===== src/rtl/dll_pkg.sv =====
// Shared definitions for the early/late symbol-timing loop: phase slots,
// controller states and the saturating magnitude used by the detector.
package dll_pkg;

    localparam logic [1:0] PH_EARLY = 2'd0;
    localparam logic [1:0] PH_LATE  = 2'd2;
    localparam logic [1:0] PH_STB   = 2'd3;

    typedef enum logic [1:0] {
        ST_ACCUM   = 2'd0,
        ST_DECIDE  = 2'd1,
        ST_HOLDOFF = 2'd2
    } dll_state_e;

    // |x| limited to 15 bits of magnitude so -32768 cannot wrap back negative.
    function automatic logic [15:0] sat_abs(input logic signed [15:0] x);
        logic [15:0] r;
        if (x == 16'sh8000) begin
            r = 16'h7fff;
        end else if (x < 16'sd0) begin
            r = $unsigned(-x);
        end else begin
            r = $unsigned(x);
        end
        return r;
    endfunction

endpackage


===== src/rtl/el_timing_loop_if.sv =====
// Sampler/demod side of the symbol DLL: samples in, phase/strobe/status out.
// Samples are qualified by ph_out==3 (sym_stb); there is no back-pressure.
interface el_timing_loop_if
    import dll_pkg::*;
#(
    parameter int ACC_W = 21
);
    logic signed [15:0]      s_e;
    logic signed [15:0]      s_d;
    logic [1:0]              ph_out;
    logic                    sym_stb;
    logic                    adj_adv;
    logic                    adj_ret;
    logic                    lock;
    logic signed [ACC_W-1:0] ted_out;
    dll_state_e              state_dbg;

    modport master (
        output s_e, s_d,
        input  ph_out, sym_stb, adj_adv, adj_ret, lock, ted_out, state_dbg
    );

    modport slave (
        input  s_e, s_d,
        output ph_out, sym_stb, adj_adv, adj_ret, lock, ted_out, state_dbg
    );

endinterface


===== src/rtl/el_ted_abs.sv =====
// Non-coherent early-late detector datapath: |early| - |late| with saturating
// magnitudes, giving a 17-bit signed error per symbol.
module el_ted_abs
    import dll_pkg::*;
(
    input  logic signed [15:0] s_e_i,
    input  logic signed [15:0] s_d_i,
    output logic signed [16:0] diff_o
);

    logic [15:0] mag_e;
    logic [15:0] mag_d;

    always_comb begin
        mag_e  = sat_abs(s_e_i);
        mag_d  = sat_abs(s_d_i);
        diff_o = $signed({1'b0, mag_e}) - $signed({1'b0, mag_d});
    end

endmodule


===== src/rtl/el_timing_loop.sv =====
// Symbol DLL controller: accumulates early-late error over ACC_LEN symbols,
// then advances, retards or holds the 4x sampling phase and tracks lock.
module el_timing_loop
    import dll_pkg::*;
#(
    parameter int          ACC_LEN     = 16,
    parameter int unsigned THRESH      = 4096,
    parameter int          HOLDOFF_SYM = 8,
    parameter int          LOCK_WIN    = 4
) (
    input  logic             clk4,
    input  logic             reset,
    el_timing_loop_if.slave  bus
);

    localparam int ACC_W  = 17 + $clog2(ACC_LEN);
    localparam int SYM_W  = $clog2(ACC_LEN);
    localparam int HOLD_W = (HOLDOFF_SYM > 1) ? $clog2(HOLDOFF_SYM) : 1;
    localparam int LC_W   = $clog2(LOCK_WIN + 1);

    localparam logic [SYM_W-1:0]  SYM_LAST  = SYM_W'(ACC_LEN - 1);
    localparam logic [HOLD_W-1:0] HOLD_LAST = HOLD_W'(HOLDOFF_SYM - 1);
    localparam logic [LC_W-1:0]   LOCK_MAX  = LC_W'(LOCK_WIN);
    localparam logic signed [33:0] THR_P    = 34'(THRESH);
    localparam logic signed [33:0] THR_N    = -THR_P;

    dll_state_e              state_q, state_d;
    logic [1:0]              ph_q, ph_d;
    logic signed [ACC_W-1:0] acc_q, acc_d;
    logic signed [ACC_W-1:0] ted_q, ted_d;
    logic [SYM_W-1:0]        sym_cnt_q, sym_cnt_d;
    logic [HOLD_W-1:0]       hold_cnt_q, hold_cnt_d;
    logic [LC_W-1:0]         lock_cnt_q, lock_cnt_d;
    logic                    lock_q, lock_d;
    logic                    adv_q, adv_d;
    logic                    ret_q, ret_d;

    logic signed [16:0]      diff;
    logic signed [33:0]      acc_wide;
    logic                    stb;

    el_ted_abs u_ted (
        .s_e_i  (bus.s_e),
        .s_d_i  (bus.s_d),
        .diff_o (diff)
    );

    assign stb      = (ph_q == PH_STB);
    assign acc_wide = 34'(acc_q);

    always_ff @(posedge clk4) begin
        if (!reset) begin
            state_q    <= ST_ACCUM;
            ph_q       <= PH_EARLY;
            acc_q      <= '0;
            ted_q      <= '0;
            sym_cnt_q  <= '0;
            hold_cnt_q <= '0;
            lock_cnt_q <= '0;
            lock_q     <= 1'b0;
            adv_q      <= 1'b0;
            ret_q      <= 1'b0;
        end else begin
            state_q    <= state_d;
            ph_q       <= ph_d;
            acc_q      <= acc_d;
            ted_q      <= ted_d;
            sym_cnt_q  <= sym_cnt_d;
            hold_cnt_q <= hold_cnt_d;
            lock_cnt_q <= lock_cnt_d;
            lock_q     <= lock_d;
            adv_q      <= adv_d;
            ret_q      <= ret_d;
        end
    end

    always_comb begin
        state_d    = state_q;
        ph_d       = ph_q + 2'd1;
        acc_d      = acc_q;
        ted_d      = ted_q;
        sym_cnt_d  = sym_cnt_q;
        hold_cnt_d = hold_cnt_q;
        lock_cnt_d = lock_cnt_q;
        lock_d     = lock_q;
        adv_d      = 1'b0;
        ret_d      = 1'b0;

        unique case (state_q)
            ST_ACCUM: begin
                if (stb) begin
                    acc_d = acc_q + ACC_W'(diff);
                    if (sym_cnt_q == SYM_LAST) begin
                        sym_cnt_d = '0;
                        state_d   = ST_DECIDE;
                    end else begin
                        sym_cnt_d = sym_cnt_q + SYM_W'(1);
                    end
                end
            end

            // Entered with ph==0; advance skips a phase, retard repeats one.
            ST_DECIDE: begin
                ted_d = acc_q;
                acc_d = '0;
                if (acc_wide > THR_P) begin
                    adv_d = 1'b1;
                    ph_d  = ph_q + 2'd2;
                end else if (acc_wide < THR_N) begin
                    ret_d = 1'b1;
                    ph_d  = ph_q;
                end
                if (adv_d || ret_d) begin
                    lock_cnt_d = '0;
                    lock_d     = 1'b0;
                    state_d    = ST_HOLDOFF;
                end else begin
                    if (lock_cnt_q != LOCK_MAX) begin
                        lock_cnt_d = lock_cnt_q + LC_W'(1);
                    end
                    if (lock_cnt_d == LOCK_MAX) begin
                        lock_d = 1'b1;
                    end
                    state_d = ST_ACCUM;
                end
            end

            ST_HOLDOFF: begin
                if (stb) begin
                    if (hold_cnt_q == HOLD_LAST) begin
                        hold_cnt_d = '0;
                        sym_cnt_d  = '0;
                        state_d    = ST_ACCUM;
                    end else begin
                        hold_cnt_d = hold_cnt_q + HOLD_W'(1);
                    end
                end
            end

            default: begin
                state_d = ST_ACCUM;
            end
        endcase
    end

    assign bus.ph_out    = ph_q;
    assign bus.sym_stb   = stb;
    assign bus.adj_adv   = adv_q;
    assign bus.adj_ret   = ret_q;
    assign bus.lock      = lock_q;
    assign bus.ted_out   = ted_q;
    assign bus.state_dbg = state_q;

endmodule


===== src/flat_wrapper.sv =====
// flat-port wrapper written by rule: the top's interface ports become plain ports
module el_timing_loop_flat import dll_pkg::*;
#(
    parameter int          ACC_LEN     = 16,
    parameter int unsigned THRESH      = 4096,
    parameter int          HOLDOFF_SYM = 8,
    parameter int          LOCK_WIN    = 4
)
  (clk4, reset, bus_s_e, bus_s_d, bus_ph_out, bus_sym_stb, bus_adj_adv, bus_adj_ret, bus_lock, bus_ted_out, bus_state_dbg);
  el_timing_loop_if #(.ACC_W((21))) bus_i ();
  input  logic clk4;
  input  logic reset;
  input wire logic [$bits(bus_i.s_e)-1:0] bus_s_e;
  input wire logic [$bits(bus_i.s_d)-1:0] bus_s_d;
  output wire logic [$bits(bus_i.ph_out)-1:0] bus_ph_out;
  output wire logic [$bits(bus_i.sym_stb)-1:0] bus_sym_stb;
  output wire logic [$bits(bus_i.adj_adv)-1:0] bus_adj_adv;
  output wire logic [$bits(bus_i.adj_ret)-1:0] bus_adj_ret;
  output wire logic [$bits(bus_i.lock)-1:0] bus_lock;
  output wire logic [$bits(bus_i.ted_out)-1:0] bus_ted_out;
  output wire logic [$bits(bus_i.state_dbg)-1:0] bus_state_dbg;
  assign bus_i.s_e = bus_s_e;
  assign bus_i.s_d = bus_s_d;
  assign bus_ph_out = bus_i.ph_out;
  assign bus_sym_stb = bus_i.sym_stb;
  assign bus_adj_adv = bus_i.adj_adv;
  assign bus_adj_ret = bus_i.adj_ret;
  assign bus_lock = bus_i.lock;
  assign bus_ted_out = bus_i.ted_out;
  assign bus_state_dbg = bus_i.state_dbg;
  el_timing_loop #(.ACC_LEN(ACC_LEN), .THRESH(THRESH), .HOLDOFF_SYM(HOLDOFF_SYM), .LOCK_WIN(LOCK_WIN)) u_core (.clk4(clk4), .reset(reset), .bus(bus_i));
endmodule

===== config.mk =====
export PLATFORM = sky130hd
export DESIGN_NAME = el_timing_loop_flat
export DESIGN_NICKNAME = d
export VERILOG_FILES = /design/src/rtl/dll_pkg.sv /design/src/rtl/el_timing_loop_if.sv /design/src/rtl/el_ted_abs.sv /design/src/rtl/el_timing_loop.sv /design/src/flat_wrapper.sv
export SDC_FILE = /design/constraint.sdc
export NUM_CORES = 1
export LEC_CHECK = 0
export BUFFER_PORTS_ARGS = -buffer_cell sky130_fd_sc_hd__clkbuf_2
export CAP_MARGIN = 30
export CORE_ASPECT_RATIO = 0.6
export CORE_MARGIN = 2
export CORE_UTILIZATION = 55
export CTS_CLUSTER_SIZE = 20
export DETAILED_ROUTE_END_ITERATION = 6
export GPL_TIMING_DRIVEN = 1
export PLACE_DENSITY = 0.76
export SKIP_LAST_GASP = 1
export SYNTH_ARGS = -nofsm -noshare
export SYNTH_HDL_FRONTEND = slang
export SYNTH_HIERARCHICAL = 1
export SYNTH_SLANG_ARGS = --single-unit
export TNS_END_PERCENT = 50

===== constraint.sdc =====
create_clock -name clk4 -period 7.8 [get_ports clk4]
set_input_delay 1.56 -clock clk4 [delete_from_list [all_inputs] [get_ports clk4]]
set_output_delay 1.56 -clock clk4 [all_outputs]
set_load 0.02 [all_outputs]

==> summary.md <==
## Critical path
- **slowest cell on the critical path** o311ai_1
- **element type at the critical path start** input pin
- **Cell Chain, Critical Path** clkbuf_2 > nor4_2 > nand3_1 > nor2_1 > buf_4 > nor2_1 > ha_1 > nor2b_1 > o31a_1 > o311ai_1 > nand2_1 > a31oi_1 > ha_1 > a21oi_1 > o21ai_0 > a221oi_1 > a2111oi_0 > a31oi_1 > nand3_1
- **count of buffering cells on the critical path with inverters included** 2
- **family of cells with the greatest summed delay on the critical path** compound AO/OA/AOI/OAI gates
- **delay contributed by the slowest stage of the critical path** 0.75 ns
- **CP Capture Type** flip-flop
- **largest fanout on the critical path** 9
- **required time at the endpoint of the critical path** 8.00 ns
- **worst setup path category** in -> reg
- **CP Data Arrival Time** 7.14 ns

## Timing
- **time the final worst path needs with I/O delays and setup** 6.94 ns
- **count of final max-slew check failures** 0
- **number of endpoints with negative hold slack in the final report** 0
- **worst slew slack as a fraction of its limit** 0.406
- **final worst hold slack** 0.459 ns
- **part of the cycle the worst path needs** 0.890
- **Final setup viols** 0
- **total negative slack for setup checks** 0 ns
- **Clock Skew** 0.00592 ns
- **setup repair after global routing missed its margin** no
- **highest achievable clock rate** 144 MHz
- **transition time at the pin with the least slew margin** 0.878 ns

## Clocking
- **number of H-tree branching levels** 3
- **CTS resizes** 0
- **TritonCTS buffer count** 9
- **insertion delay of the later-clocked pin in the worst-skew pair** 0.32 ns
- **clock tree from TritonCTS** yes
- **Root Buffer Master** clkbuf_16
- **number of buffers inserted by post-CTS setup repair** 0
- **CTS hold repair buffers** 0
- **Sink Count** 59
- **post-CTS clock slew at the launch and capture registers of the worst setup and hold paths** 0.05 ns
- **buffer depth of the longest clock path** 2

## Cells and area
- **register cell area after layout** 1180 um2
- **Syn-to-layout area delta** 13.0%
- **area taken by multi-input logic gates** 3580 um2
- **post-layout utilization of the core** 0.652
- **filler instances** 751
- **number of nets in the final layout** 803
- **layout cells sized above 1** 0.148
- **ant diodes** 0
- **number of standard cells in the final layout excluding fillers** 840

## Floorplanning
- **DIE WIDTH** 127 um
- **floorplan die height** 77.9 um
- **Core Region** 8690 um2
- **top-level I/O count** 63
- **Std-Cell Rows** 26
- **die outline area** 9920 um2
- **starting density of the core** 0.577

## Place
- **total instance count after detailed placement** 823
- **global placer's final weighted congestion** 0.895
- **Final HPWL DP** 10.8 mm
- **number of buffer cells added on primary ports** 62

## Yosys
- **biggest area contributors in the synthesized netlist** dfxtp_1, ha_1, nand2_1, a21oi_1, nor2_1
- **proportion of synthesized chip area in sequential cells** 0.236
- **cell count after synthesis** 674
- **post-synth top area cell** dfxtp_1
- **number of different library cells in the post-synthesis netlist** 80
- **fraction of post-synthesis cell area in the top cell type by area** 0.236
- **average size of a mapped cell** 7.43 um2
- **Netlist Area Pre-Place** 5010 um2
- **Post-synth top flop** dfxtp_1
- **count of synthesis-stage warnings from yosys** 6
- **number of flops mapped to enable cells by yosys** 0
- **number of synthesized register bits** 59
- **ys async rst share** 0
- **syn nets** 754

## Worst hold path
- **class of the worst hold path** reg -> reg

## Routing
- **first-iteration detailed-routing DRC count** 495
- **top routing layer in use** met4
- **Avg WL per Cell** 16.6 um
- **first-pass iteration count of the detailed router** 5
- **Post-Route WL** 14.0 mm
- **total met3 wirelength after detailed routing** 1.10 mm
- **length of routed met2 wiring** 5.63 mm
- **total routed wire length on the met1 layer** 7.20 mm
- **residual DRC count** 0
- **detail-routed via count per cell** 6.25
- **vias after detailed routing** 5248
- **Final ANT Viol Nets** 0

## Run status
- **run status** complete, no violations

## Power
- **overall power** 1.13 mW
- **total leakage power** 2.38 nW
- **P per Cell Area** 200 nW/um2
- **VDD IR-drop max** 0.184 mV

## Global routing
- **maximum number of pins on one net before global-route repair** 47
- **number of global-route vias before repair** 4620
- **antenna violations before repair** 0
- **Remaining Overflow, GRT** 0
- **Total Routing Usage GR** 0.283
- **wire length of the first global-routing pass** 22.8 mm

## Flow run
- **number of max-cap violations** 0

[flip-flops by register name, summed over array words and instances, names as in the netlist]
| name | flops |
|---|---|
| u_core/bus.adj_adv | 1 |
| u_core/sym_cnt_q | 4 |
| u_core/bus.adj_ret | 1 |
| u_core/acc_q | 21 |
| u_core/bus.lock | 1 |
| u_core/hold_cnt_q | 3 |
| u_core/bus.ph_out | 2 |
| u_core/lock_cnt_q | 3 |
| u_core/bus.state_dbg | 2 |
| u_core/bus.ted_out | 21 |
[cells by family (layout without fill, tap and decap cells)]
family | after synthesis | count (layout) | synth area share
buf+inv | 56 | 110 | 0.0489
simple gates | 264 | 264 | 0.248
xor+xnor | 33 | 33 | 0.0577
compound gates | 206 | 206 | 0.271
fa+ha+maj | 46 | 46 | 0.118
flops | 59 | 59 | 0.236
mux | 10 | 10 | 0.0210
[cells in the mapped netlist, types with 3 or more instances]
| master | count |
|---|---|
| o21ai_0 | 31 |
| nor2_1 | 67 |
| a211oi_1 | 4 |
| nand2b_1 | 9 |
| o311ai_0 | 5 |
| a31oi_1 | 9 |
| o211ai_1 | 4 |
| nand2_1 | 98 |
| buf_2 | 5 |
| nor3_1 | 17 |
| mux2_2 | 4 |
| nor2b_1 | 7 |
| or3_1 | 4 |
| a21boi_0 | 4 |
| o31a_1 | 3 |
| and3_1 | 5 |
| dfxtp_1 | 59 |
| xnor2_1 | 15 |
| a21oi_2 | 3 |
| a21o_1 | 9 |
| o21a_1 | 11 |
| nor4_1 | 7 |
| a21oi_1 | 64 |
| ha_1 | 44 |
| nand4_1 | 8 |
| xor2_1 | 18 |
| a211o_1 | 3 |
| o311a_1 | 3 |
| inv_1 | 26 |
| o31ai_1 | 9 |
| o21ai_1 | 9 |
| mux2i_1 | 6 |
| and2_1 | 3 |
| nand3_1 | 20 |
| nand3b_1 | 3 |
| clkbuf_1 | 17 |
| a22oi_1 | 4 |
[per-layer routing]
| metal | vias to the layer above | GRT usage |
|---|---|---|
| met5 | - | 0 |
| met4 | 0 | 0.0374 |
| met3 | 7 | 0.0510 |
| met2 | 209 | 0.405 |
| met1 | 2474 | 0.446 |
| li1 | 2558 | - |
[final cells by class]
type / count / share of cell area
inverters: 28 / 0.0186
well taps: 112 / 0.0247
repair buffers: 66 / 0.0614
clock buffers: 10 / 0.0422
multi-input cells: 559 / 0.633
clock inverters: 6 / 0.0115
flip-flops and latches: 59 / 0.209
[report_power, final]
group	switching, mW	leakage, nW	internal (mW)
combinational	0.253	1.76	0.164
clock	0.136	0.148	0.255
sequential	0.0139	0.477	0.311
total	0.403	2.38	0.730
[placed cells by master, fill, tap and decap left out, types with 5 or more instances in the layout]
cell	count
o21ai_1	9
o21a_1	11
nand4_1	8
ha_1	44
nand3_1	20
o21ai_0	31
mux2i_1	6
nor4_1	7
clkbuf_16	9
a31oi_1	9
nand2b_1	9
o311ai_0	5
nor2_1	67
and3_1	5
inv_1	26
xnor2_1	15
a21o_1	9
nor2b_1	7
o31ai_1	9
a21oi_1	64
xor2_1	18
nor3_1	17
clkbuf_2	62
dfxtp_1	59
nand2_1	98
[tightest hold or removal path: stages, from the launching register on]
cell and delay, ns:
dfxtp_1 0.30, nand2_1 0.05, a21oi_1 0.05
[path summary, 6_finish.rpt]
| path | startpoint | to | slack [ns] | cells after the start |
|---|---|---|---|---|
| hold / removal | u_core/bus.ted_out[1] | u_core/bus.ted_out[1] | 0.46 | 2 |
| hold reg to reg | u_core/bus.ted_out[1] | u_core/bus.ted_out[1] | 0.46 | 2 |
| setup / recovery | bus_s_d[2] | u_core/acc_q[20] | 0.86 | 19 |
| setup reg to reg | u_core/acc_q[0] | u_core/acc_q[14] | 5.23 | 9 |
[metrics by stage]
step                worst slack, ns  cell area, um2
floorplan                      1.81            5010
global placement               1.04            5340
detailed placement            0.795            5340
CTS                            1.11            5650
global route                  0.522            5660
finish                        0.859            5660
Note: power is estimated with default switching activity, not from simulation.
